**config.mk**
```make
export PLATFORM = sky130hd
export DESIGN_NAME = riscv_base_writeback_flat
export DESIGN_NICKNAME = d
export VERILOG_FILES = /design/src/rtl/riscv_base_pkg.sv /design/src/rtl/riscv_base_writeback_if.sv /design/src/rtl/riscv_base_load_align.sv /design/src/rtl/riscv_base_writeback.sv /design/src/flat_wrapper.sv
export SDC_FILE = /design/constraint.sdc
export NUM_CORES = 1
export LEC_CHECK = 0
export BUFFER_PORTS_ARGS = -buffer_cell sky130_fd_sc_hd__buf_2
export CAP_MARGIN = 20
export CELL_PAD_IN_SITES_DETAIL_PLACEMENT = 0
export CELL_PAD_IN_SITES_GLOBAL_PLACEMENT = 1
export CORE_MARGIN = 5
export CORE_UTILIZATION = 35
export DETAILED_ROUTE_END_ITERATION = 8
export PLACE_DENSITY_LB_ADDON = 0.2
export SLEW_MARGIN = 15
export SYNTH_ARGS = -nofsm -noshare
export SYNTH_HDL_FRONTEND = slang
export SYNTH_HIERARCHICAL = 1
export SYNTH_SLANG_ARGS = --single-unit
```
**constraint.sdc**
```tcl
create_clock -name clk_i -period 3.15 [get_ports clk_i]
set_clock_uncertainty 0.1 [all_clocks]
set_input_delay 0.63 -clock clk_i [delete_from_list [all_inputs] [get_ports clk_i]]
set_output_delay 0.63 -clock clk_i [all_outputs]
set_load 0.1 [all_outputs]
```
**src/rtl/riscv_base_pkg.sv**
```systemverilog
// Shared load-type encodings and the load tag carried from issue to response.
package riscv_base_pkg;

    localparam logic [2:0] LB  = 3'b000;
    localparam logic [2:0] LH  = 3'b001;
    localparam logic [2:0] LW  = 3'b010;
    localparam logic [2:0] LBU = 3'b100;
    localparam logic [2:0] LHU = 3'b101;

    typedef struct packed {
        logic [4:0] rd;
        logic [2:0] funct3;
        logic [1:0] addr;
    } load_tag_t;

endpackage

```
**src/rtl/riscv_base_writeback_if.sv**
```systemverilog
// Execute, LSU and register-file write-port signals of the writeback stage.
// Bypass signals exist only when RISCV_WB_BYPASS_EN is defined.
interface riscv_base_writeback_if;

    logic        exec_valid_i;
    logic [4:0]  exec_rd_i;
    logic [31:0] exec_value_i;
    logic        exec_ready_o;

    logic        lsu_req_valid_i;
    logic [4:0]  lsu_req_rd_i;
    logic [2:0]  lsu_req_funct3_i;
    logic [1:0]  lsu_req_addr_i;
    logic        lsu_req_ready_o;

    logic        lsu_resp_valid_i;
    logic [31:0] lsu_resp_data_i;

    logic [4:0]  rd0_o;
    logic [31:0] rd0_value_o;
    logic [31:0] pending_mask_o;
    logic        err_o;

`ifdef RISCV_WB_BYPASS_EN
    logic        byp_valid_o;
    logic [4:0]  byp_rd_o;
    logic [31:0] byp_value_o;
`endif

    modport master (
        output exec_valid_i, exec_rd_i, exec_value_i,
        output lsu_req_valid_i, lsu_req_rd_i, lsu_req_funct3_i, lsu_req_addr_i,
        output lsu_resp_valid_i, lsu_resp_data_i,
`ifdef RISCV_WB_BYPASS_EN
        input  byp_valid_o, byp_rd_o, byp_value_o,
`endif
        input  exec_ready_o, lsu_req_ready_o, rd0_o, rd0_value_o, pending_mask_o, err_o
    );

    modport slave (
        input  exec_valid_i, exec_rd_i, exec_value_i,
        input  lsu_req_valid_i, lsu_req_rd_i, lsu_req_funct3_i, lsu_req_addr_i,
        input  lsu_resp_valid_i, lsu_resp_data_i,
`ifdef RISCV_WB_BYPASS_EN
        output byp_valid_o, byp_rd_o, byp_value_o,
`endif
        output exec_ready_o, lsu_req_ready_o, rd0_o, rd0_value_o, pending_mask_o, err_o
    );

endinterface

```
**src/rtl/riscv_base_load_align.sv**
```systemverilog
// Selects the addressed byte/half of an aligned load word and extends it.
// Unknown load types produce zero and raise illegal_o.
module riscv_base_load_align
    import riscv_base_pkg::*;
(
    input  logic [2:0]  funct3_i,
    input  logic [1:0]  addr_i,
    input  logic [31:0] data_i,
    output logic [31:0] value_o,
    output logic        illegal_o
);

    logic [7:0]  byte_sel;
    logic [15:0] half_sel;

    always_comb begin
        byte_sel  = '0;
        half_sel  = addr_i[1] ? data_i[31:16] : data_i[15:0];
        value_o   = '0;
        illegal_o = 1'b0;
        case (addr_i)
            2'd0:    byte_sel = data_i[7:0];
            2'd1:    byte_sel = data_i[15:8];
            2'd2:    byte_sel = data_i[23:16];
            default: byte_sel = data_i[31:24];
        endcase
        case (funct3_i)
            LB:      value_o = {{24{byte_sel[7]}}, byte_sel};
            LH:      value_o = {{16{half_sel[15]}}, half_sel};
            LW:      value_o = data_i;
            LBU:     value_o = {24'd0, byte_sel};
            LHU:     value_o = {16'd0, half_sel};
            default: illegal_o = 1'b1;
        endcase
    end

endmodule

```
**src/rtl/riscv_base_writeback.sv**
```systemverilog
// Writeback arbiter: in-order load-tag FIFO, load-over-execute priority, one registered write port.
// Optional combinational bypass of the accepted result under RISCV_WB_BYPASS_EN.
module riscv_base_writeback
    import riscv_base_pkg::*;
#(
    parameter int LOAD_DEPTH = 2
) (
    input  logic                  clk_i,
    input  logic                  rst_i,
    riscv_base_writeback_if.slave wb
);

    // Storage is rounded up to a power of two; pointers wrap at LOAD_DEPTH-1.
    localparam int               PTR_W    = (LOAD_DEPTH > 1) ? $clog2(LOAD_DEPTH) : 1;
    localparam int               ENTRIES  = 1 << PTR_W;
    localparam logic [PTR_W-1:0] LAST_PTR = PTR_W'(LOAD_DEPTH - 1);

    load_tag_t          tag_q [ENTRIES];
    load_tag_t          tag_d [ENTRIES];
    logic [ENTRIES-1:0] vld_q, vld_d;
    logic [PTR_W-1:0]   wr_ptr_q, wr_ptr_d, rd_ptr_q, rd_ptr_d;
    logic [4:0]         rd0_q, rd0_d;
    logic [31:0]        rd0_value_q, rd0_value_d;
    logic               err_q, err_d;

    load_tag_t   head;
    logic        full, empty, push, pop, exec_fire, load_illegal, win_vld;
    logic [4:0]  win_rd;
    logic [31:0] win_value, load_value, pending;

    function automatic logic [PTR_W-1:0] ptr_inc(input logic [PTR_W-1:0] p);
        return (p == LAST_PTR) ? '0 : p + PTR_W'(1);
    endfunction

    // Circular FIFO: full when the write slot is still occupied, empty when the head slot is free.
    assign head      = tag_q[rd_ptr_q];
    assign full      = vld_q[wr_ptr_q];
    assign empty     = ~vld_q[rd_ptr_q];
    assign push      = wb.lsu_req_valid_i & ~full;
    assign pop       = wb.lsu_resp_valid_i & ~empty;
    assign exec_fire = wb.exec_valid_i & ~wb.lsu_resp_valid_i;

    riscv_base_load_align u_align (
        .funct3_i  (head.funct3),
        .addr_i    (head.addr),
        .data_i    (wb.lsu_resp_data_i),
        .value_o   (load_value),
        .illegal_o (load_illegal)
    );

    always_comb begin
        win_vld   = 1'b0;
        win_rd    = '0;
        win_value = '0;
        if (pop) begin
            win_vld   = 1'b1;
            win_rd    = head.rd;
            win_value = load_value;
        end else if (exec_fire) begin
            win_vld   = 1'b1;
            win_rd    = wb.exec_rd_i;
            win_value = wb.exec_value_i;
        end
        if (win_rd == 5'd0) begin
            win_vld   = 1'b0;
            win_value = '0;
        end
    end

    always_comb begin
        tag_d    = tag_q;
        vld_d    = vld_q;
        wr_ptr_d = wr_ptr_q;
        rd_ptr_d = rd_ptr_q;
        if (pop) begin
            vld_d[rd_ptr_q] = 1'b0;
            rd_ptr_d        = ptr_inc(rd_ptr_q);
        end
        if (push) begin
            vld_d[wr_ptr_q] = 1'b1;
            tag_d[wr_ptr_q] = '{rd: wb.lsu_req_rd_i, funct3: wb.lsu_req_funct3_i,
                                addr: wb.lsu_req_addr_i};
            wr_ptr_d        = ptr_inc(wr_ptr_q);
        end
        rd0_d       = win_vld ? win_rd : 5'd0;
        rd0_value_d = win_vld ? win_value : 32'd0;
        err_d       = err_q | (wb.lsu_resp_valid_i & empty) | (pop & load_illegal);
    end

    always_comb begin
        pending = '0;
        for (int i = 0; i < ENTRIES; i++) begin
            if (vld_q[i]) pending[tag_q[i].rd] = 1'b1;
        end
        pending[0] = 1'b0;
    end

    always_ff @(posedge clk_i) begin
        if (rst_i) begin
            vld_q       <= '0;
            wr_ptr_q    <= '0;
            rd_ptr_q    <= '0;
            rd0_q       <= '0;
            rd0_value_q <= '0;
            err_q       <= 1'b0;
        end else begin
            vld_q       <= vld_d;
            wr_ptr_q    <= wr_ptr_d;
            rd_ptr_q    <= rd_ptr_d;
            rd0_q       <= rd0_d;
            rd0_value_q <= rd0_value_d;
            err_q       <= err_d;
        end
    end

    // Tag payload is qualified by vld_q, so it needs no reset.
    always_ff @(posedge clk_i) begin
        tag_q <= tag_d;
    end

    // During reset the FIFO is about to be empty, so a request is advertised as acceptable.
    assign wb.lsu_req_ready_o = rst_i | ~full;
    assign wb.exec_ready_o    = ~wb.lsu_resp_valid_i;
    assign wb.rd0_o           = rd0_q;
    assign wb.rd0_value_o     = rd0_value_q;
    assign wb.pending_mask_o  = pending;
    assign wb.err_o           = err_q;

`ifdef RISCV_WB_BYPASS_EN
    assign wb.byp_valid_o = win_vld;
    assign wb.byp_rd_o    = win_vld ? win_rd : 5'd0;
    assign wb.byp_value_o = win_vld ? win_value : 32'd0;
`endif

endmodule

```
**src/flat_wrapper.sv**
```systemverilog
// flat-port wrapper written by rule: the top's interface ports become plain ports
module riscv_base_writeback_flat import riscv_base_pkg::*;
#(
    parameter int LOAD_DEPTH = 2
)
  (clk_i, rst_i, wb_exec_valid_i, wb_exec_rd_i, wb_exec_value_i, wb_lsu_req_valid_i, wb_lsu_req_rd_i, wb_lsu_req_funct3_i, wb_lsu_req_addr_i, wb_lsu_resp_valid_i, wb_lsu_resp_data_i, wb_exec_ready_o, wb_lsu_req_ready_o, wb_rd0_o, wb_rd0_value_o, wb_pending_mask_o, wb_err_o);
  riscv_base_writeback_if wb_i ();
  input  logic clk_i;
  input  logic rst_i;
  input wire logic [$bits(wb_i.exec_valid_i)-1:0] wb_exec_valid_i;
  input wire logic [$bits(wb_i.exec_rd_i)-1:0] wb_exec_rd_i;
  input wire logic [$bits(wb_i.exec_value_i)-1:0] wb_exec_value_i;
  input wire logic [$bits(wb_i.lsu_req_valid_i)-1:0] wb_lsu_req_valid_i;
  input wire logic [$bits(wb_i.lsu_req_rd_i)-1:0] wb_lsu_req_rd_i;
  input wire logic [$bits(wb_i.lsu_req_funct3_i)-1:0] wb_lsu_req_funct3_i;
  input wire logic [$bits(wb_i.lsu_req_addr_i)-1:0] wb_lsu_req_addr_i;
  input wire logic [$bits(wb_i.lsu_resp_valid_i)-1:0] wb_lsu_resp_valid_i;
  input wire logic [$bits(wb_i.lsu_resp_data_i)-1:0] wb_lsu_resp_data_i;
  output wire logic [$bits(wb_i.exec_ready_o)-1:0] wb_exec_ready_o;
  output wire logic [$bits(wb_i.lsu_req_ready_o)-1:0] wb_lsu_req_ready_o;
  output wire logic [$bits(wb_i.rd0_o)-1:0] wb_rd0_o;
  output wire logic [$bits(wb_i.rd0_value_o)-1:0] wb_rd0_value_o;
  output wire logic [$bits(wb_i.pending_mask_o)-1:0] wb_pending_mask_o;
  output wire logic [$bits(wb_i.err_o)-1:0] wb_err_o;
  assign wb_i.exec_valid_i = wb_exec_valid_i;
  assign wb_i.exec_rd_i = wb_exec_rd_i;
  assign wb_i.exec_value_i = wb_exec_value_i;
  assign wb_i.lsu_req_valid_i = wb_lsu_req_valid_i;
  assign wb_i.lsu_req_rd_i = wb_lsu_req_rd_i;
  assign wb_i.lsu_req_funct3_i = wb_lsu_req_funct3_i;
  assign wb_i.lsu_req_addr_i = wb_lsu_req_addr_i;
  assign wb_i.lsu_resp_valid_i = wb_lsu_resp_valid_i;
  assign wb_i.lsu_resp_data_i = wb_lsu_resp_data_i;
  assign wb_exec_ready_o = wb_i.exec_ready_o;
  assign wb_lsu_req_ready_o = wb_i.lsu_req_ready_o;
  assign wb_rd0_o = wb_i.rd0_o;
  assign wb_rd0_value_o = wb_i.rd0_value_o;
  assign wb_pending_mask_o = wb_i.pending_mask_o;
  assign wb_err_o = wb_i.err_o;
  riscv_base_writeback #(.LOAD_DEPTH(LOAD_DEPTH)) u_core (.clk_i(clk_i), .rst_i(rst_i), .wb(wb_i));
endmodule
```
# Word level (Yosys, flattened, before mapping)
# Cells that the tools add are included.
# totals
ff_bits	62
wordCells	95
# op_classes
addsub	2
order_cmp	11
eq_ne	6
muxes	35
bitwise_logic	18
reduce_logical	11
# ops
cell	count
$pmux 32 s5	1
$mux 32	4
$mux 10	4
$or 32x32->32	1
$pmux 8 s3	1
$bwmux 20	1
$mux 16	1
$mux 1	14
$lt 5x6->1 const B	2
$demux 1 s5	2
$demux 10 s1	1
$ge 5x1->1 const B	2
$mux 5	2
$eq 3x3->1 const B	2
$and 1x1->1	5
$logic_and 1x1->1	5
$logic_not 5->1	1
$reduce_or 5->1	1
$ge 2x2->1 const B	2
$lt 1x2->1 const B	2
$mux 2	2
$not 1->1	4
$not 1->2	2
$eq 3x1->1 const B	1
15 further kinds	20

# Longest topological paths before layout
# depth
word_depth	9
depth_mapped	10

# By module
# Netlist, hierarchy kept.
# by_module_without_submodules
module	instances	cells_each	area_per_inst_um2	seq_area_each_um2
riscv_base_writeback	1	277	3093.0	1441.4
riscv_base_load_align	1	136	1047.3	0.0

# Least setup slack after synthesis
# Ideal clock, no wire load.
# synth_timing
path_type	reg-to-output
startpoint	register u_core.vld_q[1]
endpoint	output wb_pending_mask_o[12]
arrival_ps	2593
required_time_ps	2420
path_slack_ps	-173
stages_incl_launch_ff	5
path_buffers	2
path_cell_list	dfxtp_1 buf_2 or3b_2 clkbuf_1 o22ai_1
# synth_via
elab_chain_len	1
# synth_lines
item	line_no	rtl
start, declared	riscv_base_writeback.sv:20	logic [ENTRIES-1:0] vld_q, vld_d;
start signal, assigned	riscv_base_writeback.sv:107	vld_q <= vld_d;
$mux 32	riscv_base_writeback.sv:93	if (vld_q[i]) pending[tag_q[i].rd] = 1'b1;
end, declared	flat_wrapper.sv:23	output wire logic [$bits(wb_i.pending_mask_o)-1:0] wb_pending_mask_o;
# No other way between the ends.

# Worst setup path in the final report
# layout_timing
startpoint	register u_core.vld_q[1]
endpoint	output wb_pending_mask_o[4]
# Same word-level chain as after synthesis.

==> flow_summary.yaml <==
global_routing:
  use_met1: 0.2614
  grt_max_degree: 43
  met2_usage: 0.2892
  grt_pass1_vias: 3885
  grt.busiest_layer: "met2"
  antenna_found_initial: 0
  grt_usage: 0.1889
  use_met3: 0.05444
  grt.overflow.total: 0
  grt_pass1_wl_um: 21350
setup_path:
  startpoint: "u_core/vld_q[1]$_SDFF_PP0_"
  rr_worst_depth: 5
  crit_required_ps: 2420
  worstReg2RegEnd: "u_core/wb.rd0_value_o[5]$_SDFF_PP0_"
  start_kind: "register"
  critical_path_class: "reg -> out"
  cp-end-kind: "primary output"
  r2r_setup_slack_ps: 370
  worst-path-max-fanout: 12
  arrival_ps: 2130
  r2r_start: "u_core/rd_ptr_q$_SDFFE_PP0N_"
synth:
  yosysWarnings: 6
  ys.flop_type: "dfxtp_1"
  synth.avg_cell_area_sq_um: 10.02
  synthDistinctLibCells: 54
  synth_top_cell_by_area: "dfxtp_1"
  syn_inst: 413
  synth_area_leaders: "dfxtp_1, edfxtp_1, a211oi_2"
  synth_enable_flop_cells: 20
  synth_area_sq_um: 4140
  ys_ff_latch: 62
  seq_area_frac_synth: 0.3481
  async_flop_share: 0
  syn_nets: 497
  synth_top_area_frac: 0.2031
place:
  gp_congestion: 0.8326
  place_hpwl_um: 10280
  portBuffers: 154
route:
  num_vias: 3960
  wl_per_cell_um: 20.36
  drtIter0Drc: 292
  drcViolationCount: 0
  via_per_inst: 5.832
  firstDrtPassIters: 5
  routed_wl_um: 13830
  ant_nets: 0
clocking:
  cts_made_buffers: 9
  path_clk_slew_ps: 50
  clock-root-buffer: "clkbuf_16"
  cts_hold_buf: 0
  numClockSinks: 62
  clk_path_buf_depth: 2
  htree_levels: 3
  cts_tree: "built"
  clock_latency_ps: 330
  postCtsResizedCells: 0
  cts_setup_buffers: 0
timing:
  timing.fmax_mhz: 349.7
  rsz0062_at_grt: "no"
  layout_min_cycle_time_ps: 2860
  hold_violations: 0
  post-route-period-util: 0.9078
  worst_pin_slew_ps: 1048
  final.setup.tns_ps: 0
  timing.slew.headroom: 0.2984
  finalSetupViolations: 0
  maxSlewViolCount: 0
  fin_hold_ws_ps: 392.5
die:
  start_util: 0.3595
  die_y_um: 118.8
  ios: 156
  die_area_sq_um: 14100
  core_area_sq_um: 11520
  die_x_um: 118.8
  num_rows: 39
layout:
  n_antenna_cell: 0
  area_growth_pct: 24.45
  post-route-util: 0.4474
  fin_nets: 615
  drive_above_1_share: 0.4701
status:
  status: "complete, no violations"
pwr:
  power_frac_comb: 0.280
  p_int_mw: 1.679
  switching_share: 0.3434
  peakVddDrop_v: 0.0001895
  power_density_nw_per_um2: 496.2
  p_switching_uw: 877.9
  clockPowerShare: 0.370
  power_leakage_nw: 2.004
  pwr-share-seq: 0.351
hold_path:
  whs_path_depth: 1
  min_from: "wb_lsu_req_addr_i[0]"
  hp-class: "in -> reg"
  hold_end: "u_core/tag_q[0]$_DFFE_PP_"
run:
  drv_cap: 0
==> power by group through the flow <==
stage          Combinational, mW  Clock, mW  Sequential (mW)
2_1_floorplan              0.464          0             1.01
3_3_place_gp               0.703          0            0.911
3_5_place_dp               0.711          0            0.912
4_1_cts                    0.712      0.972            0.896
5_1_grt                    0.758       1.02            0.900
6_report                   0.716      0.945            0.896
==> metal layers <==
metal	up-vias	part of all wire	wire [um]
met5	-	0	0
met4	0	0.0080	111
met3	9	0.064	882
met2	139	0.46	6341
met1	1921	0.47	6491
li1	1891	-	-
==> cell usage after synthesis (4+ instances only) <==
cell and instances:
a211oi_2 30, a21oi_1 6, a32oi_1 37, buf_2 12, buf_4 6, buf_6 12
clkbuf_1 24, dfxtp_1 42, edfxtp_1 20, mux2_2 10, mux2i_1 20, nand2_1 20
nand2b_1 6, nand3_1 21, nand3b_1 9, nor2_1 14, nor2b_1 4, o211ai_1 16
o21ai_0 4, o221ai_1 4, o221ai_2 4, o22ai_1 33, or2_2 6, or3b_2 6
==> worst max-delay path, cell delays in order (launching register included) <==
cell,delay [ps]
dfxtp_1,580
or3b_2,590
o22ai_1,170
buf_2,450
==> stage by stage <==
step	cells	total power [mW]	area, sq um	setup slack [ps]
2_1_floorplan	413	1.474	4178	-173.0
3_3_place_gp	663	1.613	4863	480.4
3_5_place_dp	663	1.622	4863	403.1
4_1_cts	679	2.580	5152	305.5
5_1_grt	679	2.676	5152	169.4
6_report	679	2.557	5152	290.3
==> state kept, by name, indices dropped and copies added, names as in the netlist <==
name / flops
u_core/wr_ptr_q: 1
u_core/rd_ptr_q: 1
u_core/wb.rd0_value_o: 32
u_core/wb.err_o: 1
u_core/tag_q: 20
u_core/vld_q: 2
u_core/wb.rd0_o: 5
==> kinds of logic after synthesis <==
group           count (synthesis)  share of synthesized area
compound gates                158                     0.3370
simple gates                   98                     0.1330
flops                          62                     0.3481
buf+inv                        60                    0.08552
mux                            34                    0.09549
other cells                     1                  0.0009057
==> worst max path at each step <==
stage / to / slack [ps] / depth (start not counted)
floorplan: wb_pending_mask_o[12] / -170 / 4
global placement: u_core/wb.rd0_value_o[16]$_SDFF_PP0_ / 480 / 7
detailed placement: u_core/wb.rd0_value_o[14]$_SDFF_PP0_ / 400 / 7
CTS: wb_pending_mask_o[16] / 310 / 3
global route: wb_pending_mask_o[1] / 170 / 4
finish: wb_pending_mask_o[4] / 290 / 3
==> final cells by class <==
cell class              instances  area, sq um
fillers                      1136         6364
multi-input cells             291         2386
flip-flops and latches         62         1441
repair buffers                164        845.8
clock buffers                  13        271.5
well taps                     143        178.9
clock inverters                 3        17.52
inverters                       3        11.26
==> layout by cell type, fill, tap and decap left out, types with 4 or more instances in the layout <==
| cell | synthesis | routed |
|---|---|---|
| buf_2 | 12 | 154 |
| dfxtp_1 | 42 | 42 |
| a32oi_1 | 37 | 37 |
| a211oi_2 | 30 | 30 |
| o22ai_1 | 33 | 27 |
| nand3_1 | 21 | 21 |
| nand2_1 | 20 | 20 |
| mux2i_1 | 20 | 20 |
| edfxtp_1 | 20 | 20 |
| o211ai_1 | 16 | 16 |
| nor2_1 | 14 | 14 |
| clkbuf_16 | 0 | 10 |
| mux2_2 | 10 | 10 |
| buf_4 | 6 | 10 |
| nand3b_1 | 9 | 9 |
| or3b_2 | 6 | 6 |
| or2_2 | 6 | 6 |
| o22ai_2 | 0 | 6 |
| nand2b_1 | 6 | 6 |
| a21oi_1 | 6 | 6 |
| o21ai_0 | 4 | 4 |
| o221ai_2 | 4 | 4 |
| o221ai_1 | 4 | 4 |
Power figures use the tool's default switching activity.
